`config.mk`:
```
export PLATFORM = sky130hd
export DESIGN_NAME = alien_sprite_drawer
export DESIGN_NICKNAME = d
export VERILOG_FILES = /design/src/rtl/space_invaders_pkg.sv /design/src/rtl/sprite_scanner.sv /design/src/rtl/alien_sprite_drawer.sv
export SDC_FILE = /design/constraint.sdc
export NUM_CORES = 1
export LEC_CHECK = 0
export BUFFER_PORTS_ARGS = -buffer_cell sky130_fd_sc_hd__buf_2
export CAP_MARGIN = 20
export CORE_MARGIN = 2
export CORE_UTILIZATION = 62
export DETAILED_ROUTE_END_ITERATION = 6
export PLACE_DENSITY = 0.84
export SYNTH_ARGS = -nofsm -noshare
export SYNTH_HDL_FRONTEND = slang
export SYNTH_SLANG_ARGS = --single-unit
```
`constraint.sdc`:
```
create_clock -name clk -period 11.55 [get_ports clk]
set_input_delay 2.31 -clock clk [delete_from_list [all_inputs] [get_ports clk]]
set_output_delay 2.31 -clock clk [all_outputs]
set_load 0.02 [all_outputs]
```
`src/rtl/space_invaders_pkg.sv`:
```
`default_nettype none
// ============================================================================
// Module      : space_invaders_pkg
// Description : Screen geometry, colour codes, coordinate widths and the
//               drawer state encoding shared by the sprite drawers.
// Revision    : 1.0 - initial release
// ============================================================================
package space_invaders_pkg;

  // Visible area of the 160x120 VGA adapter
  localparam int SCREEN_W = 160;
  localparam int SCREEN_H = 120;

  // Pixel coordinate widths on the adapter port
  localparam int X_W = 8;
  localparam int Y_W = 7;

  // 3-bit colour codes
  localparam logic [2:0] BLACK = 3'b000;
  localparam logic [2:0] GREEN = 3'b010;
  localparam logic [2:0] WHITE = 3'b111;
  localparam logic [2:0] RED   = 3'b100;

  // Drawer sequencing states
  typedef enum logic [1:0] {
    IDLE  = 2'd0,
    ERASE = 2'd1,
    DRAW  = 2'd2,
    DONE  = 2'd3
  } drawer_state_t;

endpackage
`default_nettype wire

```
`src/rtl/sprite_scanner.sv`:
```
`default_nettype none
// ============================================================================
// Module      : sprite_scanner
// Description : Row-major col/row counter for walking a sprite rectangle one
//               pixel per cycle. The col/row outputs are the counter values
//               that will hold after the coming edge, so a caller can register
//               pixel data in step with the counter.
// Revision    : 1.0 - initial release
// ============================================================================
module sprite_scanner #(
  parameter int SPRITE_W = 8,
  parameter int SPRITE_H = 6,
  parameter int CW       = (SPRITE_W > 1) ? $clog2(SPRITE_W) : 1,
  parameter int RW       = (SPRITE_H > 1) ? $clog2(SPRITE_H) : 1
) (
  input  logic          clk,
  input  logic          reset_n,
  input  logic          start,
  input  logic          advance,
  output logic [CW-1:0] col,
  output logic [RW-1:0] row,
  output logic          last_pixel
);

  localparam logic [CW-1:0] COL_LAST = CW'(SPRITE_W - 1);
  localparam logic [RW-1:0] ROW_LAST = RW'(SPRITE_H - 1);

  logic [CW-1:0] col_q, col_d;
  logic [RW-1:0] row_q, row_d;

  // Next counter value: restart on start, otherwise step col then row
  always_comb begin
    col_d = col_q;
    row_d = row_q;
    if (start) begin
      col_d = '0;
      row_d = '0;
    end else if (advance) begin
      if (col_q == COL_LAST) begin
        col_d = '0;
        row_d = (row_q == ROW_LAST) ? '0 : row_q + 1'b1;
      end else begin
        col_d = col_q + 1'b1;
      end
    end
  end

  // Counter registers
  always_ff @(posedge clk) begin
    if (!reset_n) begin
      col_q <= '0;
      row_q <= '0;
    end else begin
      col_q <= col_d;
      row_q <= row_d;
    end
  end

  assign col        = col_d;
  assign row        = row_d;
  assign last_pixel = (col_q == COL_LAST) && (row_q == ROW_LAST);

endmodule
`default_nettype wire

```
`src/rtl/alien_sprite_drawer.sv`:
```
`default_nettype none
// ============================================================================
// Module      : alien_sprite_drawer
// Description : Erases an alien's previous rectangle in background colour and
//               rasterises its bitmap at the new position, one pixel per cycle
//               to the 160x120 VGA adapter. Off-screen pixels are suppressed
//               without changing timing.
// Revision    : 1.0 - initial release
// ============================================================================
module alien_sprite_drawer #(
  parameter int                           SPRITE_W      = 8,
  parameter int                           SPRITE_H      = 6,
  parameter logic [SPRITE_W*SPRITE_H-1:0] SPRITE_BITMAP = 48'hC33CFFDB7E18,
  parameter logic [2:0]                   FG_COLOUR     = space_invaders_pkg::GREEN,
  parameter logic [2:0]                   BG_COLOUR     = space_invaders_pkg::BLACK,
  parameter int                           SCREEN_W      = space_invaders_pkg::SCREEN_W,
  parameter int                           SCREEN_H      = space_invaders_pkg::SCREEN_H
) (
  input  logic                               clk,
  input  logic                               reset_n,
  input  logic                               start,
  input  logic                               clear,
  input  logic [space_invaders_pkg::X_W-1:0] x_pos,
  input  logic [space_invaders_pkg::Y_W-1:0] y_pos,
  output logic [space_invaders_pkg::X_W-1:0] vga_x,
  output logic [space_invaders_pkg::Y_W-1:0] vga_y,
  output logic [2:0]                         vga_colour,
  output logic                               vga_plot,
  output logic                               busy,
  output logic                               done
);

  import space_invaders_pkg::*;

  localparam int N  = SPRITE_W * SPRITE_H;
  localparam int CW = (SPRITE_W > 1) ? $clog2(SPRITE_W) : 1;
  localparam int RW = (SPRITE_H > 1) ? $clog2(SPRITE_H) : 1;
  localparam int IW = (N > 1) ? $clog2(N) : 1;

  // Clip limits sized to the unwrapped address sums
  localparam logic [X_W:0] X_LIMIT = (X_W + 1)'(SCREEN_W);
  localparam logic [Y_W:0] Y_LIMIT = (Y_W + 1)'(SCREEN_H);

  drawer_state_t  state_q, state_d;
  logic [X_W-1:0] new_x_q, new_x_d, prev_x_q, prev_x_d;
  logic [Y_W-1:0] new_y_q, new_y_d, prev_y_q, prev_y_d;
  logic           has_prev_q, has_prev_d;
  logic           is_clear_q, is_clear_d;

  logic [X_W-1:0] vga_x_q, vga_x_d;
  logic [Y_W-1:0] vga_y_q, vga_y_d;
  logic [2:0]     vga_colour_q, vga_colour_d;
  logic           vga_plot_q, vga_plot_d;
  logic           busy_q, busy_d;
  logic           done_q, done_d;

  logic           scan_start, scan_adv, last_pixel;
  logic [CW-1:0]  col_nxt;
  logic [RW-1:0]  row_nxt;

  logic [X_W-1:0] base_x;
  logic [Y_W-1:0] base_y;
  logic [X_W:0]   px;
  logic [Y_W:0]   py;
  logic [IW-1:0]  bit_idx;
  logic           pix_on;

  sprite_scanner #(
    .SPRITE_W (SPRITE_W),
    .SPRITE_H (SPRITE_H),
    .CW       (CW),
    .RW       (RW)
  ) u_scanner (
    .clk        (clk),
    .reset_n    (reset_n),
    .start      (scan_start),
    .advance    (scan_adv),
    .col        (col_nxt),
    .row        (row_nxt),
    .last_pixel (last_pixel)
  );

  // Sequencing: accept requests in IDLE, step ERASE -> DRAW -> DONE
  always_comb begin
    state_d    = state_q;
    new_x_d    = new_x_q;
    new_y_d    = new_y_q;
    prev_x_d   = prev_x_q;
    prev_y_d   = prev_y_q;
    has_prev_d = has_prev_q;
    is_clear_d = is_clear_q;
    scan_start = 1'b0;
    scan_adv   = 1'b0;
    case (state_q)
      IDLE: begin
        if (clear) begin
          // clear takes priority over a simultaneous start
          is_clear_d = 1'b1;
          if (has_prev_q) begin
            state_d    = ERASE;
            scan_start = 1'b1;
          end else begin
            state_d = DONE;
          end
        end else if (start) begin
          is_clear_d = 1'b0;
          new_x_d    = x_pos;
          new_y_d    = y_pos;
          state_d    = has_prev_q ? ERASE : DRAW;
          scan_start = 1'b1;
        end
      end
      ERASE: begin
        if (last_pixel) begin
          if (is_clear_q) begin
            state_d    = DONE;
            has_prev_d = 1'b0;
          end else begin
            state_d    = DRAW;
            scan_start = 1'b1;
          end
        end else begin
          scan_adv = 1'b1;
        end
      end
      DRAW: begin
        if (last_pixel) begin
          state_d    = DONE;
          prev_x_d   = new_x_q;
          prev_y_d   = new_y_q;
          has_prev_d = 1'b1;
        end else begin
          scan_adv = 1'b1;
        end
      end
      DONE:    state_d = IDLE;
      default: state_d = IDLE;
    endcase
  end

  // Pixel for the coming cycle, derived from next state and next counters
  always_comb begin
    base_x       = (state_d == ERASE) ? prev_x_q : new_x_d;
    base_y       = (state_d == ERASE) ? prev_y_q : new_y_d;
    px           = {1'b0, base_x} + (X_W + 1)'(col_nxt);
    py           = {1'b0, base_y} + (Y_W + 1)'(row_nxt);
    bit_idx      = IW'(int'(row_nxt) * SPRITE_W + int'(col_nxt));
    pix_on       = SPRITE_BITMAP[bit_idx];
    vga_x_d      = '0;
    vga_y_d      = '0;
    vga_colour_d = '0;
    vga_plot_d   = 1'b0;
    if ((state_d == ERASE) || (state_d == DRAW)) begin
      vga_x_d      = px[X_W-1:0];
      vga_y_d      = py[Y_W-1:0];
      vga_colour_d = ((state_d == DRAW) && pix_on) ? FG_COLOUR : BG_COLOUR;
      vga_plot_d   = (px < X_LIMIT) && (py < Y_LIMIT);
    end
    busy_d = (state_d != IDLE);
    done_d = (state_d == DONE);
  end

  // State, bookkeeping and registered outputs; reset aborts any operation
  always_ff @(posedge clk) begin
    if (!reset_n) begin
      state_q      <= IDLE;
      new_x_q      <= '0;
      new_y_q      <= '0;
      prev_x_q     <= '0;
      prev_y_q     <= '0;
      has_prev_q   <= 1'b0;
      is_clear_q   <= 1'b0;
      vga_x_q      <= '0;
      vga_y_q      <= '0;
      vga_colour_q <= '0;
      vga_plot_q   <= 1'b0;
      busy_q       <= 1'b0;
      done_q       <= 1'b0;
    end else begin
      state_q      <= state_d;
      new_x_q      <= new_x_d;
      new_y_q      <= new_y_d;
      prev_x_q     <= prev_x_d;
      prev_y_q     <= prev_y_d;
      has_prev_q   <= has_prev_d;
      is_clear_q   <= is_clear_d;
      vga_x_q      <= vga_x_d;
      vga_y_q      <= vga_y_d;
      vga_colour_q <= vga_colour_d;
      vga_plot_q   <= vga_plot_d;
      busy_q       <= busy_d;
      done_q       <= done_d;
    end
  end

  assign vga_x      = vga_x_q;
  assign vga_y      = vga_y_q;
  assign vga_colour = vga_colour_q;
  assign vga_plot   = vga_plot_q;
  assign busy       = busy_q;
  assign done       = done_q;

endmodule
`default_nettype wire

```
Word-level counts from Yosys, hierarchy flattened --
Memory sizes are Yosys's and may differ from the RTL's. Index checks and enable logic that the tools add are counted. Widths: inputs -> output; s select.
Word-level totals: logic and storage cells 87, flip-flop bits (word level) 61, latch bits 0, memories 1, memory bits (read-only) 64, RAM bits 0
Memory list:
- (no name shown) | words 64, width 1, read ports 1, clocked after memory_dff 0, wr ports 0, RTL line alien_sprite_drawer.sv:148 | pix_on = SPRITE_BITMAP[bit_idx];
Operators by class: equality and inequality tests 11, multiply operators 0, shifts and indexed selects 0, add/subtract/negate cells 5, reductions and logical operators 13, div/mod/pow operators 0, $lt $le $gt $ge 3, bitwise gates (word level) 0, muxes and demuxes 39
Operators by type and width (number):
- $mux 8 | 4
- $mux 7 | 4
- $mux 3 | 7
- $mux 1 | 14
- $mux 2 | 7
- $add 8x3->9 | 1
- $lt 9x8->1 const B | 1
- $add 7x3->8 | 1
- $eq 2x2->1 const B | 4
- $lt 8x7->1 const B | 1
- $pmux 2 s4 | 1
- $lt 6x7->1 const B | 1
- $add 3x1->3 const B | 2
- $add 6x3->6 | 1
- $eq 3x3->1 const B | 2
- $ne 2x2->1 const B | 3
- $reduce_and 2->1 | 3
- $reduce_bool 2->1 | 3
- $eq 2x1->1 const B | 2
- $pmux 1 s2 | 2
- $reduce_and 4->1 | 1
- $logic_and 1x1->1 | 3
- $logic_not 2->1 | 1
- $reduce_or 2->1 | 1
- $logic_or 1x1->1 | 1

Logic depth before layout (Yosys ltp) --
Gate-level depths: netlist (run 1).
word-level depth 11, mapped depth 18

Cells and area by module --
From an unflattened synthesis (run 1), not the netlist that was laid out.
Second synthesis, totals: cell total of the unflattened synthesis 361, area total of the unflattened synthesis 3165.5 um^2
Modules (own cells, without submodules):
- alien_sprite_drawer | cells each 321, area each 2772.7 um^2, times used 1
- sprite_scanner | cells each 40, area each 392.9 um^2, times used 1

Worst setup path after synthesis (run 1) --
Ideal clock, no wire load.
path kind input to register, start input clear, end register vga_plot_q, in the netlist vga_plot, setup slack 6.413 ns, cell stages on the path 15, buffers on the path 2, arrival 5.033 ns, path through nor2_1 a21oi_1 a22oi_1 inv_1 ha_1 buf_2 buf_2 mux2i_1 ha_1 a21o_1 a21oi_1 nor3_1 and2_1 o221ai_1 a2111oi_2
Between the ends: cells in the longest elaborated chain, start to end 7, elaborated cells on any way between the ends 21, those cells by class 2 x add/sub; 2 x order compare; 2 x eq/ne; 12 x mux; 3 x reduce/logical
Ends and longest elaborated chain:
- start, declared | RTL line alien_sprite_drawer.sv:22 | input logic clear,
- $mux 2 (*) | RTL line alien_sprite_drawer.sv:96 | if (clear) begin
- $pmux 2 s4 (*) | RTL line alien_sprite_drawer.sv:94 | case (state_q)
- via state_d[1] | RTL line alien_sprite_drawer.sv:44 | drawer_state_t state_q, state_d;
- $eq 2x1->1 | RTL line alien_sprite_drawer.sv:143, alien_sprite_drawer.sv:144, alien_sprite_drawer.sv:153
- $mux 8 or $mux 7 (tied branches) | RTL line alien_sprite_drawer.sv:143, alien_sprite_drawer.sv:144
- $add 8x3->9 or $add 7x3->8 (tied branches) | RTL line alien_sprite_drawer.sv:145, alien_sprite_drawer.sv:146
- $lt 9x8->1 or $lt 8x7->1 (tied branches) | RTL line alien_sprite_drawer.sv:157 | vga_plot_d = (px < X_LIMIT) && (py < Y_LIMIT);
- $logic_and 1x1->1 | RTL line alien_sprite_drawer.sv:157
- end signal, assigned | RTL line alien_sprite_drawer.sv:190 | vga_plot_q <= vga_plot_d;
- end, declared | RTL line alien_sprite_drawer.sv:53 | logic vga_plot_q, vga_plot_d;
The timed path passes the listed nets; every way through them passes the cells marked *. A chain may end at the register's enable or synchronous reset.

Final worst setup path (run 1) --
Ends and elaborated chain as after synthesis.

==> results.json, run 1 <==
{
  "synth_enable_flop_cells": 0,
  "power.ir.vdd_worst_mv": 0.0882,
  "synth_top_area_cell": "dfxtp_1",
  "initial_utilization_pct": 63.9,
  "seq_power_share_pct": 43.7,
  "unrepaired_setup_endpoints_after_global_routing": "no",
  "place.port_buffers": 37,
  "timing.max_slew.rel_slack_pct": 33.9,
  "netlist_top_cells_area": "dfxtp_1 (36%), mux2i_1 (7.4%), ha_1 (6.2%)",
  "crit_path_cell_trace": "buf_2 > nor2_1 > nor2_1 > a21oi_1 > a22oi_1 > inv_1 > ha_1 > mux2i_1 > ha_1 > a21o_1 > a21oi_1 > nor3_1 > and2_1 > o221ai_1 > a2111oi_2",
  "cts_post_setup_buffers_inserted": 0,
  "clockBufferDepth": 2,
  "grt_usage_pct": 24.3,
  "worst-endpoint-arrival_ps": 5730,
  "holdCritPathClass": "reg2reg",
  "power-per-cell-area_nw_per_um2": 140,
  "grt_start_max_net_pins": 48,
  "route.detailed.wl_per_inst_um": 14.3,
  "timing.setup.critical_path_class": "in2reg",
  "grt_pass1_vias": 2497,
  "cts_max_level": 3,
  "gp_routability_congestion": 0.881,
  "cts_root_buffer": "clkbuf_8",
  "synthesis.instances": 357,
  "timing.final.crit_share_pct": 47.6,
  "outcome": "completed",
  "hold_violations": 0,
  "synthMostInstantiatedCell": "dfxtp_1",
  "hold_buffers": 0,
  "fin_nets": 426,
  "dpl.cell_count": 449,
  "cts_resized": 0,
  "yosysWarnings": 0,
  "ys_ff_latch": 59,
  "clock_power_share_pct": 32.8,
  "initialDrtViolationCount": 280,
  "leakagePower_nw": 1.56,
  "setup_viols_final": 0,
  "n_fill_cell": 417,
  "required_ps": 11790,
  "worstPathMaxFanout": 20,
  "instances_no_fill": 465,
  "detailed_placement_wirelength_estimate_um": 4700,
  "maxSlewViolCount": 0,
  "critical_path.slowest_cell": "ha_1",
  "setup.worst_path.end_class": "flop",
  "worst_skew_pair.late_latency_ps": 340,
  "cts_sinks": 59,
  "io-pin-count": 40,
  "synth_area_sq_um": 3240,
  "routed_wl_um": 6650,
  "fin_worst_skew_ps": 7.56,
  "insertedDiodeCount": 0,
  "synth_sequential_area_ratio_pct": 36.4,
  "drive_above_1_share_pct": 18.0,
  "synthFlopType": "dfxtp_1",
  "die-height_um": 76.3,
  "sw_frac_of_total_pct": 30.8,
  "drc": 0,
  "routed-via-count": 2578,
  "synthArstFlopShare_pct": 0,
  "post-route-util_pct": 71.0,
  "core_sq_um": 5070,
  "die-area_sq_um": 5820,
  "syn_avg_cell_area_sq_um": 9.08,
  "synthDominantCellAreaShare_pct": 36.4,
  "avgViaCountPerCell": 5.54,
  "setup-tns-final_ps": 0,
  "yosys-top-cells-count": "dfxtp_1 (59), nand2_1 (32), mux2i_1 (24)",
  "cellInternalPower_w": 0.000349,
  "period_needed_ps": 5490,
  "cts_tree": "yes",
  "cpLargestDelayFamily": "adder cells",
  "detail_route.first_pass.iterations": 5,
  "setup.worst_path.start_class": "primary input",
  "cp.buffers_inverters": 2,
  "drt.antenna.violating_nets": 0,
  "areaGrowthSynthToFinish_pct": 11.1,
  "grt_remaining_overflow": 0,
  "cts_made_buffers": 9,
  "max_freq_ghz": 0.182,
  "die_w_um": 76.3,
  "path_clk_slew_ps": 60,
  "grt_first_pass_wirelength_um": 11300,
  "combinational_share_of_power_pct": 23.6,
  "max-cap-violations": 0,
  "p_switching_w": 0.000155,
  "cpPeakStageDelay_ps": 810,
  "rows": 26,
  "yosysUniqueCellTypes": 61,
  "grt_antenna_before_repair": 0,
  "max_slew.worst_pin.slew_ps": 991
}
[registers in the layout, indices dropped and copies added, names as in the netlist, 2 cells and up]
name             cells
new_x_q              8
new_y_q              7
u_scanner.col_q      3
vga_y                7
prev_x_q             8
state_q              2
u_scanner.row_q      3
vga_x                8
prev_y_q             7
[placed cells by master, fill, tap and decap left out, types with 4 or more instances in the layout]
master / count
mux2_2: 5
and3_1: 7
clkbuf_8: 11
nor2b_1: 20
xnor2_1: 6
nor2_1: 18
nand2b_1: 4
nand3_1: 21
and2_1: 8
ha_1: 16
a21oi_1: 11
inv_1: 20
nor3_1: 5
mux2i_1: 24
a211oi_1: 5
o21a_1: 4
nand2_1: 32
dfxtp_1: 59
buf_2: 37
a21boi_0: 16
o21ai_0: 6
nand4_1: 4
[final timing paths]
path	endpoint	from	cells past startpoint	slack [ps]
hold / removal	prev_x_q[4]	prev_x_q[4]	2	470
setup / recovery	vga_plot	clear	15	6060
hold reg to reg	prev_x_q[4]	prev_x_q[4]	2	470
setup reg to reg	vga_plot	u_scanner.col_q[0]	16	6990
[kinds of logic (layout without fill, tap and decap cells)]
| family | after synthesis | after routing | share of synthesized area, % |
|---|---|---|---|
| and+or+nand+nor | 132 | 132 | 21.9 |
| AOI/OAI and AO/OA | 69 | 69 | 16.3 |
| DFF | 59 | 59 | 36.4 |
| buffers and inverters | 38 | 75 | 5.52 |
| muxes | 32 | 32 | 10.5 |
| adders and majority gates | 17 | 17 | 6.80 |
| xor gates and xnor gates | 9 | 9 | 2.43 |
| other | 1 | 2 | 0.116 |
[layout make-up]
type	count	area, sq um	area share [%]
Tap cell	70	87.6	2.43
Clock buffer	14	163	4.52
Sequential cell	59	1180	32.8
Inverter	20	75.1	2.08
Clock inverter	2	10.0	0.278
Multi-Input combinational cell	261	1880	52.3
Timing Repair Buffer	39	200	5.56
[metrics by stage]
stage	hold slack (ps)	worst slack, ps	power [W]	cell area [sq um]
final	467	6060	0.000505	3600
after global routing	491	5720	0.000531	3600
after CTS	469	6080	0.000507	3600
after detailed placement	461	5740	0.000342	3430
after global placement	447	5880	0.000339	3430
after floorplan	438	6410	0.000316	3240
[worst reg2reg max path, stage by stage (launching register included)]
cell and delay (ps):
dfxtp_1 380, ha_1 170, ha_1 270, and4b_1 220, buf_4 260, o22ai_1 110, o21a_1 250, inv_1 90
ha_1 820, mux2i_1 300, ha_1 370, a21o_1 110, a21oi_1 80, nor3_1 350, and2_1 220, o221ai_1 150
a2111oi_2 330
[metal layers]
layer | share of wire (%) | track usage, %
met3 | 6.9 | 5.21
met1 | 45 | 31.1
met5 | 0 | 0
met2 | 46 | 38.6
met4 | 1.8 | 12.9
[power groups by stage]
stage / registers (W) / clock network, W / logic [W]
5_1_grt: 0.000221 / 0.000178 / 0.000132
6_report: 0.000220 / 0.000165 / 0.000119
3_3_place_gp: 0.000224 / 0 / 0.000115
4_1_cts: 0.000220 / 0.000168 / 0.000118
2_1_floorplan: 0.000232 / 0 / 0.0000832
3_5_place_dp: 0.000225 / 0 / 0.000117
(Power assumes the default switching activity.)
==> run 2: changes to the inputs <==
- CORE_UTILIZATION: 62 -> 52
- PLACE_DENSITY: 0.84 -> 0.75
- clock period: 11.55 -> 4.85 ns (I/O delays scaled with it)
==> run 2 against run 1 <==
  * Clock-buffer cell count is 4 lower
  * Via count is 2.3% higher
  * Hold slack worse by 2.9 ps
  * Clock skew is 3.2 ps higher
  * Largest power group unchanged
  * Total power grew to 2.5 times the previous value
  * Utilization is 9.5 points lower
==> results.json, run 2 (same netlist as run 1, synthesis figures left out) <==
{
  "hold_buffers": 0,
  "required_ps": 5100,
  "avgViaCountPerCell": 5.58,
  "worstPathMaxFanout": 17,
  "grt_pass1_vias": 2496,
  "drt.antenna.violating_nets": 0,
  "max_freq_ghz": 0.249,
  "areaGrowthSynthToFinish_pct": 12.9,
  "grt_use_met3_pct": 4.77,
  "post_placement_worst_setup_slack_ps": 784,
  "core_sq_um": 5960,
  "cts_root_buffer": "clkbuf_8",
  "routed-via-count": 2637,
  "cts_post_setup_buffers_inserted": 0,
  "die-height_um": 82.9,
  "worst_skew_pair.late_latency_ps": 350,
  "maxSlewViolCount": 0,
  "routed_wl_um": 6860,
  "fin_worst_skew_ps": 10.7,
  "detailed_placement_wirelength_estimate_um": 4910,
  "grt_usage_pct": 20.7,
  "cts_resized": 0,
  "period_needed_ps": 4020,
  "worst-endpoint-arrival_ps": 4270,
  "cts_sinks": 59,
  "grt_remaining_overflow": 0,
  "final_worst_path_setup_slack_ps": 829,
  "power.ir.vdd_worst_mv": 0.177,
  "route.detailed.wl_per_inst_um": 14.5,
  "holdCritPathClass": "reg2reg",
  "timing.final.crit_share_pct": 82.9,
  "globalRouteMet1Util_pct": 27.6,
  "unrepaired_setup_endpoints_after_global_routing": "no",
  "initialDrtViolationCount": 152,
  "max_slew.worst_pin.slew_ps": 666,
  "die_w_um": 82.9,
  "most-common-layout-cells": "dfxtp_1 (59), buf_2 (37), nand2_1 (32)",
  "grt_antenna_before_repair": 0,
  "cts_made_buffers": 9,
  "place.port_buffers": 37,
  "timing.setup.critical_path_class": "reg2reg",
  "setup-tns-final_ps": 0,
  "power-per-cell-area_nw_per_um2": 349,
  "max-cap-violations": 0,
  "gp_routability_congestion": 0.903,
  "stdcell_area_sq_um": 3660,
  "fin_nets": 429,
  "clockBufferDepth": 2,
  "insertedDiodeCount": 0,
  "drive_above_1_share_pct": 19.3,
  "outcome": "completed",
  "path_clk_slew_ps": 70,
  "timing.max_slew.rel_slack_pct": 55.6,
  "hold-worst-slack_ps": 464,
  "detail_route.first_pass.iterations": 4,
  "most_used_routing_layer": "met2",
  "setup.worst_path.start_class": "flop",
  "rows": 28,
  "cts_max_level": 3,
  "setup.worst_path.end_class": "flop",
  "grt_start_max_net_pins": 48,
  "die-area_sq_um": 6880,
  "drc": 0,
  "leakagePower_nw": 1.58,
  "final_common_cell": "dfxtp_1",
  "setup_viols_final": 0,
  "grt_first_pass_wirelength_um": 11700,
  "io-pin-count": 40,
  "initial_utilization_pct": 54.4,
  "placed_area_sq_um": 3460,
  "grtUsageMet2_pct": 32.4,
  "cts_tree": "yes",
  "hold_violations": 0
}
run 2: power breakdown:
group          internal [W]  total [W]  switching (W)
registers          0.000512   0.000525      0.0000129
clock network      0.000251   0.000463       0.000212
logic              0.000110   0.000288       0.000178
run 2: path summary, 6_finish.rpt:
path                                         start          end  slack [ps]  depth (start not counted)
worst max register to register  u_scanner.col_q[0]     vga_plot         830                         18
worst max-delay path            u_scanner.col_q[0]     vga_plot         830                         18
worst min register to register         prev_y_q[0]  prev_y_q[0]         460                          2
worst min-delay path                   prev_y_q[0]  prev_y_q[0]         460                          2
run 2: layer usage:
layer | up-vias | part of all wire [%]
met1 | 1239 | 48
met5 | - | 0
li1 | 1321 | -
met4 | 0 | 1.9
met2 | 65 | 45
met3 | 12 | 4.6
run 2: critical path: stages (launching register included):
cell	delay (ps)
dfxtp_1	380
ha_1	170
ha_1	270
nand4b_2	230
o21a_1	230
o22ai_1	120
o21a_1	220
inv_1	90
ha_1	270
buf_4	240
a211oi_4	300
nor2b_1	130
xor2_1	170
ha_1	230
nand2_1	110
o41ai_4	120
o21ai_2	190
mux2i_1	110
a2111oi_2	340
run 2: area by class of cell:
cell class / count / area [sq um]
Timing Repair Buffer: 42 / 223
Sequential cell: 59 / 1180
Fill cell: 528 / 2300
Inverter: 20 / 75.1
Multi-Input combinational cell: 261 / 1880
Clock buffer: 10 / 138
Tap cell: 75 / 93.8
Clock inverter: 6 / 63.8
run 2: metrics by stage:
stage / cells / util (%) / total power, W
after floorplan: 358 / - / 0.000751
after global routing: 473 / 61.4 / 0.00133
final: 473 / 61.4 / 0.00128
after global placement: 457 / 58.0 / 0.000816
after detailed placement: 457 / 58.0 / 0.000819
after CTS: 473 / 61.4 / 0.00128
